File: src/rtl/imem_prefetch.sv
// Instruction prefetch buffer: issues word fetches under a credit limit and queues in-order
// responses in a small FIFO. A redirect flushes the FIFO and drops responses still in flight.
module imem_prefetch #(
    parameter int unsigned DEPTH    = 4,
    parameter logic [31:0] RESET_PC = 32'h0000_0000
) (
    input  logic        clk,
    input  logic        reset,
    input  logic        redirect,
    input  logic [31:0] redirect_pc,
    output logic        mem_req,
    output logic [31:0] mem_addr,
    input  logic        mem_gnt,
    input  logic        mem_rvalid,
    input  logic [31:0] mem_rdata,
    output logic        instr_valid,
    output logic [31:0] instr,
    output logic [31:0] instr_pc,
    input  logic        instr_ready
);
    localparam int unsigned PtrW = (DEPTH > 1) ? $clog2(DEPTH) : 1;
    localparam int unsigned CntW = $clog2(DEPTH + 1);

    typedef logic [PtrW-1:0] ptr_t;
    typedef logic [CntW-1:0] cnt_t;

    localparam cnt_t DepthCnt = cnt_t'(DEPTH);

    logic [31:0] fetch_pc_q, fetch_pc_d;
    logic [31:0] resp_pc_q, resp_pc_d;
    cnt_t        outstanding_q, outstanding_d;
    cnt_t        discard_q, discard_d;
    cnt_t        count_q, count_d;
    ptr_t        wr_ptr_q, wr_ptr_d;
    ptr_t        rd_ptr_q, rd_ptr_d;
    logic [31:0] data_q [DEPTH];
    logic [31:0] pc_q   [DEPTH];

    logic [31:0] redirect_addr;
    logic [CntW:0] credit_used;
    logic        grant;
    logic        rsp_fire;
    logic        rsp_drop;
    logic        rsp_keep;
    logic        push_en;
    logic        pop_en;
    logic        unused_redirect_lsb;

    assign redirect_addr       = {redirect_pc[31:2], 2'b00};
    assign unused_redirect_lsb = ^redirect_pc[1:0];

    // Buffered plus in-flight words may never exceed the FIFO, so a response always fits.
    assign credit_used = {1'b0, count_q} + {1'b0, outstanding_q};

    // Gating with reset keeps the request low while the asynchronous clear is held.
    assign mem_req     = reset && !redirect && (credit_used < {1'b0, DepthCnt});
    assign mem_addr    = fetch_pc_q;
    assign instr_valid = (count_q != '0);
    assign instr       = data_q[rd_ptr_q];
    assign instr_pc    = pc_q[rd_ptr_q];

    always_comb begin
        grant    = mem_req && mem_gnt;
        rsp_fire = mem_rvalid && (outstanding_q != '0);
        rsp_drop = rsp_fire && (discard_q != '0);
        rsp_keep = rsp_fire && (discard_q == '0);
        push_en  = rsp_keep && !redirect;
        pop_en   = instr_valid && instr_ready && !redirect;
    end

    always_comb begin
        fetch_pc_d    = fetch_pc_q;
        resp_pc_d     = resp_pc_q;
        discard_d     = discard_q;
        count_d       = count_q;
        wr_ptr_d      = wr_ptr_q;
        rd_ptr_d      = rd_ptr_q;
        outstanding_d = outstanding_q + cnt_t'(grant) - cnt_t'(rsp_fire);

        if (redirect) begin
            // Every word still in flight belongs to the old stream and must be dropped.
            fetch_pc_d = redirect_addr;
            resp_pc_d  = redirect_addr;
            discard_d  = outstanding_q - cnt_t'(rsp_fire);
            count_d    = '0;
            wr_ptr_d   = '0;
            rd_ptr_d   = '0;
        end else begin
            if (grant) begin
                fetch_pc_d = fetch_pc_q + 32'd4;
            end
            if (rsp_keep) begin
                resp_pc_d = resp_pc_q + 32'd4;
            end
            if (rsp_drop) begin
                discard_d = discard_q - cnt_t'(1);
            end
            if (push_en) begin
                wr_ptr_d = wr_ptr_q + ptr_t'(1);
            end
            if (pop_en) begin
                rd_ptr_d = rd_ptr_q + ptr_t'(1);
            end
            count_d = count_q + cnt_t'(push_en) - cnt_t'(pop_en);
        end
    end

    always_ff @(posedge clk or negedge reset) begin
        if (!reset) begin
            fetch_pc_q    <= RESET_PC;
            resp_pc_q     <= RESET_PC;
            outstanding_q <= '0;
            discard_q     <= '0;
            count_q       <= '0;
            wr_ptr_q      <= '0;
            rd_ptr_q      <= '0;
        end else begin
            fetch_pc_q    <= fetch_pc_d;
            resp_pc_q     <= resp_pc_d;
            outstanding_q <= outstanding_d;
            discard_q     <= discard_d;
            count_q       <= count_d;
            wr_ptr_q      <= wr_ptr_d;
            rd_ptr_q      <= rd_ptr_d;
        end
    end

    always_ff @(posedge clk or negedge reset) begin
        if (!reset) begin
            for (int i = 0; i < DEPTH; i++) begin
                data_q[i] <= '0;
                pc_q[i]   <= '0;
            end
        end else if (push_en) begin
            data_q[wr_ptr_q] <= mem_rdata;
            pc_q[wr_ptr_q]   <= resp_pc_q;
        end
    end

`ifndef SYNTHESIS
    addr_stable_a: assert property (@(posedge clk) disable iff (!reset)
        mem_req && !mem_gnt |=> mem_addr == $past(mem_addr));

    no_overflow_a: assert property (@(posedge clk) disable iff (!reset)
        push_en && !pop_en |-> count_q != DepthCnt);
`endif

endmodule

File: config.mk
export PLATFORM = sky130hd
export DESIGN_NAME = imem_prefetch
export DESIGN_NICKNAME = d
export VERILOG_FILES = /design/src/rtl/imem_prefetch.sv
export SDC_FILE = /design/constraint.sdc
export NUM_CORES = 1
export LEC_CHECK = 0
export ABC_AREA = 0
export BUFFER_PORTS_ARGS = -buffer_cell sky130_fd_sc_hd__buf_2
export CELL_PAD_IN_SITES_DETAIL_PLACEMENT = 2
export CELL_PAD_IN_SITES_GLOBAL_PLACEMENT = 2
export CORE_ASPECT_RATIO = 1.75
export CORE_MARGIN = 3
export CORE_UTILIZATION = 39
export CTS_CLUSTER_DIAMETER = 60
export DETAILED_ROUTE_END_ITERATION = 8
export GPL_TIMING_DRIVEN = 0
export HOLD_SLACK_MARGIN = 0.06
export PLACE_DENSITY_LB_ADDON = 0.1
export SETUP_SLACK_MARGIN = 0.15
export SLEW_MARGIN = 25
export SYNTH_ARGS = -nofsm -noshare
export SYNTH_HDL_FRONTEND = slang
export SYNTH_SLANG_ARGS = --single-unit
File: constraint.sdc
create_clock -name clk -period 2.6 [get_ports clk]
set_input_delay 0.13 -clock clk [delete_from_list [all_inputs] [get_ports clk]]
set_output_delay 0.13 -clock clk [all_outputs]
set_load 0.05 [all_outputs]
==> results of run 1 <==
synth_stat cells, drive strengths merged (3+ instances only):
master    n
o21ai    37
a21boi    6
nand3    29
a21oi     6
nand4    29
dfrtp   321
o311ai    7
nor3      7
and4      8
mux2    257
nor2b     3
nand2b    3
buf      59
nand2    52
and3     11
mux4     62
xor2     27
ha       16
nand3b    3
inv      18
clkbuf   16
a31oi     5
nor2     22
and2      8
o211ai   10
xnor2    19
nor4      4
worst max-delay path by stage:
stage / to / depth (start not counted) / slack (ps) / from
6_report: count_q[1]$_DFF_PN0_ / 11 / 150 / outstanding_q[0]$_DFF_PN0_
5_1_grt: outstanding_q[2]$_DFF_PN0_ / 13 / -2 / outstanding_q[2]$_DFF_PN0_
4_1_cts: count_q[2]$_DFF_PN0_ / 14 / 70 / discard_q[1]$_DFFE_PN0P_
3_5_place_dp: count_q[2]$_DFF_PN0_ / 11 / -180 / redirect
3_3_place_gp: outstanding_q[1]$_DFF_PN0_ / 1 / -5680 / reset
2_1_floorplan: count_q[2]$_DFF_PN0_ / 10 / 140 / count_q[2]$_DFF_PN0_
per-layer routing:
metal	vias up	share of wire [%]
li1	4440	-
met1	5398	39
met2	184	56
met3	58	2.7
met4	0	2.6
met5	-	0
sequential cells by signal (all words and copies together), names as in the netlist:
signal	count
resp_pc_q	30
rd_ptr_q	2
wr_ptr_q	2
outstanding_q	3
pc_q	120
count_q	3
discard_q	3
mem_addr	30
data_q	128
worst max-delay path, cell delays in order (launching register included):
cell	delay, ps
dfrtp_1	590
nor3_2	110
or2_1	250
buf_6	140
nor2_8	90
inv_1	40
ha_1	260
inv_1	60
ha_1	130
inv_1	60
fa_2	530
nor2_1	40
repair_timing:
item	CTS	global route
endpoints found under the hold margin	266	0
resized for setup	26	9
buffers inserted	11	6
pin swaps	7	4
hold buffers	65	0
setup endpoints to repair	91	13
cells by family (layout without fill, tap and decap cells):
group / count (synthesis) / after routing / synth area share, %
and+or+nand+nor: 184 / 184 / 6.126
buffers and inverters: 93 / 399 / 5.341
AOI/OAI and AO/OA: 80 / 80 / 3.086
muxes: 321 / 321 / 32.06
DFF: 321 / 321 / 49.41
adders and majority gates: 18 / 18 / 1.478
xor gates and xnor gates: 46 / 46 / 2.478
other: 1 / 4 / 0.02307
final cells by class:
type                    instances  area (sq um)
plain buffers                  75         847.1
well taps                     550         688.2
fillers                      3877         21060
clock inverters                 8         70.07
multi-input cells             653          7500
repair buffers                246          1717
clock buffers                  52          1082
flip-flops and latches        321          8036
inverters                      18         72.57
power groups by stage:
stage	clock network (uW)	registers (uW)	logic (uW)
floorplan	0	6960	6160
global placement	0	7020	7900
detailed placement	0	7070	8110
CTS	5260	7010	8450
global route	5460	7170	8950
finish	5060	7010	8430
stage by stage:
stage / util [%] / setup slack (ps) / cells / hold WS, ps
global placement: 43.41 / -5677 / 1777 / 390.7
CTS: 48.50 / 74.15 / 1917 / 203.6
global route: 48.72 / -2.431 / 1923 / 262.2
floorplan: - / 142.6 / 1067 / -165.6
detailed placement: 43.70 / -181.2 / 1781 / 152.8
finish: 48.72 / 153.5 / 1923 / 221.0
==> run_results.csv, run 1 <==
group,metric,value,unit
status,status,"complete, no violations",
power,ir_drop,0.5533,mV
grt,gr-usage-met1,24.50,%
setup_path,worstSetupPathType,"flip-flop to flip-flop",
floorplanning,die-area,44270,sq um
timing,period_minus_slack,2447,ps
grt,grt_pass1_wl,72450,microns
timing,fin_crit_sh,94.10,%
setup_path,endpoint_kind,"flip-flop",
grt,grt_max_degree,78,
floorplanning,core,41080,sq um
synth,seq_area_frac_synth,49.41,%
setup_path,start_kind,"flip-flop",
grt,gr-usage-all-layers,20.93,%
run,maxCapViolations,0,
min_path,hold_start,"mem_rvalid",
grt,grt_use_met2,39.82,%
synth,ys.flop_type,"dfrtp_1",
synth,syn_area,16260,sq um
timing,slew_violations,0,
synth,synth_top_area_share,49.41,%
power,power_frac_seq,34.2,%
detailed_routing,ant_nets,0,
power,power_density,1024,nW/um^2
timing,hold_viol_final,0,
synth,synth_area_per_cell,15.28,sq um
setup_path,timing.reg2reg.setup_slack,150,ps
clock_tree,root_buffer,"clkbuf_16",
setup_path,r2r_start,"outstanding_q[0]$_DFF_PN0_",
placement,gp_congestion,0.8125,
placement,post_dp_cell_area,17950,sq um
floorplanning,die_h,276.1,microns
clock_tree,clkSinkCount,321,
power,p_leak,0.009092,uW
setup_path,reg2reg_to,"count_q[1]$_DFF_PN0_",
placement,portBuffers,160,
synth,ys_ff_latch,321,
clock_tree,htree_levels,2,
timing,tightest_slew,942.3,ps
clock_tree,cts_tree,"built",
detailed_routing,viasPerCell,5.242,
synth,synth.distinct_cells,52,
power,power,20500,uW
power,swShare,38.15,%
grt,antenna_found_initial,0,
cells_and_area,fin_nets,1438,
power,clockPowerShare,24.7,%
cells_and_area,final_cell_mix,"dfrtp_1 (318), mux2_4 (240), buf_2 (171)",
grt,gr-total-overflow,0,
synth,synth-edff-count,0,
detailed_routing,drt_iter0_markers,333,
cells_and_area,final_cell_area,20010,sq um
cells_and_area,syn2layout_area_growth,23.10,%
setup_path,required,2980,ps
floorplanning,start_util,39.58,%
synth,ys_warn_count,0,
grt,met3_usage,2.473,%
synth,ys_async_sr_fraction,100.0,%
clock_tree,cts_buffers,35,
timing,rsz0062_at_grt,"true",
timing,setup_violations,0,
grt,first_global_vias,11830,
setup_path,critPathArrivalTime,2830,ps
detailed_routing,first_pass_iters,4,
setup_path,r2r_cells,11,
synth,synth_area_leaders,"dfrtp_1 (49%), mux2_4 (22%), mux4_2 (8.6%)",
power,power_switching,7821,uW
cells_and_area,antenna_cells,0,
power,internal-power,12680,uW
clock_tree,cts_buffer_depth,3,
timing,fin_skew,15.39,ps
min_path,hold_class,"input pin to flip-flop",
power,comb_power_share,41.1,%
timing,clock.fmax,0.4087,GHz
floorplanning,placementRows,98,
min_path,min_to,"discard_q[1]$_DFFE_PN0P_",
clock_tree,path_clk_slew,60,ps
detailed_routing,wl_per_cell,23.84,microns
floorplanning,chipWidth,160.3,microns
detailed_routing,wirelength,45840,microns
placement,hpwl,31140,microns
timing,slew_headroom,37.18,%
floorplanning,pin_count,168,
grt,grt.busiest_layer,"met2",
synth,synth_top_cell_by_area,"dfrtp_1",
min_path,holdPathStages,6,
detailed_routing,vias,10080,
synth,synthCells,1064,
cells_and_area,final_common_cell,"dfrtp_1",
cells_and_area,layout-drive-gt1-share,47.56,%
clock_tree,clk_latency,520,ps
setup_path,worstPathMaxFanout,5,
timing,setup_tns,0,ps
detailed_routing,drc,0,
Note: power is estimated with default switching activity, not from simulation.
==> run 2: changes to the inputs <==
- MAX_ROUTING_LAYER: not set -> met4
==> run 2 against run 1 <==
  * Critical path depth increased by 2
  * Flip-flop and latch count unchanged
  * Clock-buffer cell count did not move
  * Non-clock buffer count unchanged
  * Hold slack improved by 1.9 ps
  * Combinational power is essentially flat
  * Routed wire length is essentially flat
  * Register-to-register slack hardly changed
  * Total power is essentially flat
  * Via count fell by 0.31%
  * Sequential share of layout area is the same
  * Critical endpoint is now outstanding_q[2]$_DFF_PN0_
==> run_results.csv, run 2 (same netlist as run 1, synthesis figures left out) <==
group,metric,value,unit
floorplanning,die_h,276.1,microns
grt,gr-total-overflow,0,
clock_tree,root_buffer,"clkbuf_16",
setup_path,worstPathMaxFanout,4,
setup_path,critPathArrivalTime,2840,ps
setup_path,crit_slowest_cell,"dfrtp_2",
clock_tree,cts_tree,"built",
power,p_leak,0.009092,uW
clock_tree,cts_buffer_depth,3,
cells_and_area,layout-drive-gt1-share,47.56,%
power,clockPowerShare,24.7,%
floorplanning,pin_count,168,
power,internal-power,12680,uW
floorplanning,placementRows,98,
placement,dp_cells,1781,
clock_tree,clk_latency,520,ps
cells_and_area,finalNonFillerCells,1923,
timing,hold_viol_final,0,
setup_path,path_cells,"ha_4, nor3_4, and4_1, buf_6, inv_6, buf_12, ha_4, inv_2, ha_4, inv_2, fa_2, xnor2_2, xnor2_1",
run,maxCapViolations,0,
setup_path,required,3000,ps
power,power,20510,uW
clock_tree,clkSinkCount,321,
grt,first_global_vias,11820,
cells_and_area,antenna_cells,0,
floorplanning,chipWidth,160.3,microns
clock_tree,path_clk_slew,60,ps
placement,portBuffers,160,
setup_path,endpoint_kind,"flip-flop",
timing,tightest_slew,954.1,ps
detailed_routing,first_pass_iters,4,
cells_and_area,nFillCells,3877,
grt,gr-usage-all-layers,21.54,%
cells_and_area,top_register,"data_q",
cells_and_area,final_common_cell,"dfrtp_1",
cells_and_area,syn2layout_area_growth,23.10,%
detailed_routing,wirelength,45840,microns
cells_and_area,largest_reg_flops,128,
placement,hpwl,31140,microns
setup_path,start_kind,"flip-flop",
setup_path,cp.buffers_inverters,5,
detailed_routing,drt_iter0_markers,313,
placement,post_dp_cell_area,17950,sq um
timing,slew_violations,0,
clock_tree,htree_levels,2,
power,swShare,38.18,%
power,power_switching,7830,uW
min_path,hold_class,"input pin to flip-flop",
cells_and_area,reg_top3,"data_q x128, pc_q x120",
grt,grt_max_degree,78,
setup_path,critPathMostFrequentCell,"ha_4",
setup_path,slowest_delay,440,ps
detailed_routing,drc,0,
placement,gp_congestion,0.8259,
floorplanning,core,41080,sq um
detailed_routing,ant_nets,0,
timing,slew_headroom,36.39,%
power,power_frac_seq,34.2,%
detailed_routing,viasPerCell,5.226,
timing,clock.fmax,0.4092,GHz
timing,setup_violations,0,
setup_path,worstSetupPathType,"flip-flop to flip-flop",
power,ir_drop,0.5570,mV
detailed_routing,wl_per_cell,23.84,microns
status,status,"complete, no violations",
cells_and_area,final_cell_mix,"dfrtp_1 (318), mux2_4 (240), buf_2 (171)",
timing,fin_crit_sh,93.98,%
timing,period_minus_slack,2444,ps
floorplanning,start_util,39.58,%
clock_tree,cts_buffers,35,
timing,fin_skew,16.79,ps
timing,rsz0062_at_grt,"true",
floorplanning,die-area,44270,sq um
cells_and_area,fin_nets,1438,
detailed_routing,vias,10050,
power,comb_power_share,41.2,%
grt,antenna_found_initial,0,
power,power_density,1025,nW/um^2
setup_path,crit_family,"adder cells",
grt,grt_pass1_wl,72440,microns
cells_and_area,final_cell_area,20010,sq um
[run 2: worst min-delay path, stage by stage]
cell and delay (ps):
buf_2 130, o31ai_4 90, nor2_1 100, nand2_1 90
o211ai_1 90, o21ai_0 70
[run 2: metrics by stage]
step	TNS [ps]	hold WS [ps]	util, %	setup WS, ps
floorplan	0	-165.6	-	142.6
global placement	-1801900	390.7	43.41	-5677
detailed placement	-433.3	152.8	43.70	-181.2
CTS	0	203.6	48.50	74.15
global route	-2.431	262.2	48.72	-2.431
finish	0	222.9	48.72	156.4
[run 2: final timing paths]
check / startpoint / end / slack, ps / depth (start not counted)
max reg2reg: outstanding_q[2]$_DFF_PN0_ / outstanding_q[2]$_DFF_PN0_ / 160 / 13
min reg2reg: pc_q[50]$_DFFE_PN0P_ / pc_q[50]$_DFFE_PN0P_ / 510 / 1
min in group asynchronous: reset / pc_q[70]$_DFFE_PN0P_ / 250 / 3
max: outstanding_q[2]$_DFF_PN0_ / outstanding_q[2]$_DFF_PN0_ / 160 / 13
min: mem_rvalid / discard_q[1]$_DFFE_PN0P_ / 220 / 6
max in group asynchronous: reset / pc_q[47]$_DFFE_PN0P_ / 1230 / 5
[run 2: power groups by stage]
stage / sequential, uW / combinational [uW] / clock, uW
after floorplan: 6960 / 6160 / 0
after global placement: 7020 / 7900 / 0
after detailed placement: 7070 / 8110 / 0
after CTS: 7010 / 8450 / 5260
after global routing: 7160 / 8950 / 5460
final: 7010 / 8440 / 5060
[run 2: per-layer routing]
metal | wire (microns) | track usage (%) | vias up
met3 | 1276 | 2.368 | 58
li1 | - | - | 4440
met1 | 17980 | 24.64 | 5352
met2 | 25380 | 39.73 | 199
met4 | 1202 | 5.924 | 0
met5 | 0 | - | -
[run 2: cell type report]
type                       count  area, sq um  area share, %
timing repair buffer         246         1717          8.578
buffer                        75        847.1          4.233
inverter                      18        72.57         0.3626
tap                          550        688.2          3.439
sequential                   321         8036          40.16
clock buffer                  52         1082          5.408
multi-input combinational    653         7500          37.47
clock inverter                 8        70.07         0.3501
[run 2: what timing repair did]
action / 4_1_cts / 5_1_grt
pin swaps: 7 / 4
setup buffers: 11 / 6
hold buffers: 65 / 0
endpoints found under the setup margin: 91 / 13
endpoints found under the hold margin: 266 / 0
resized for setup: 26 / 9
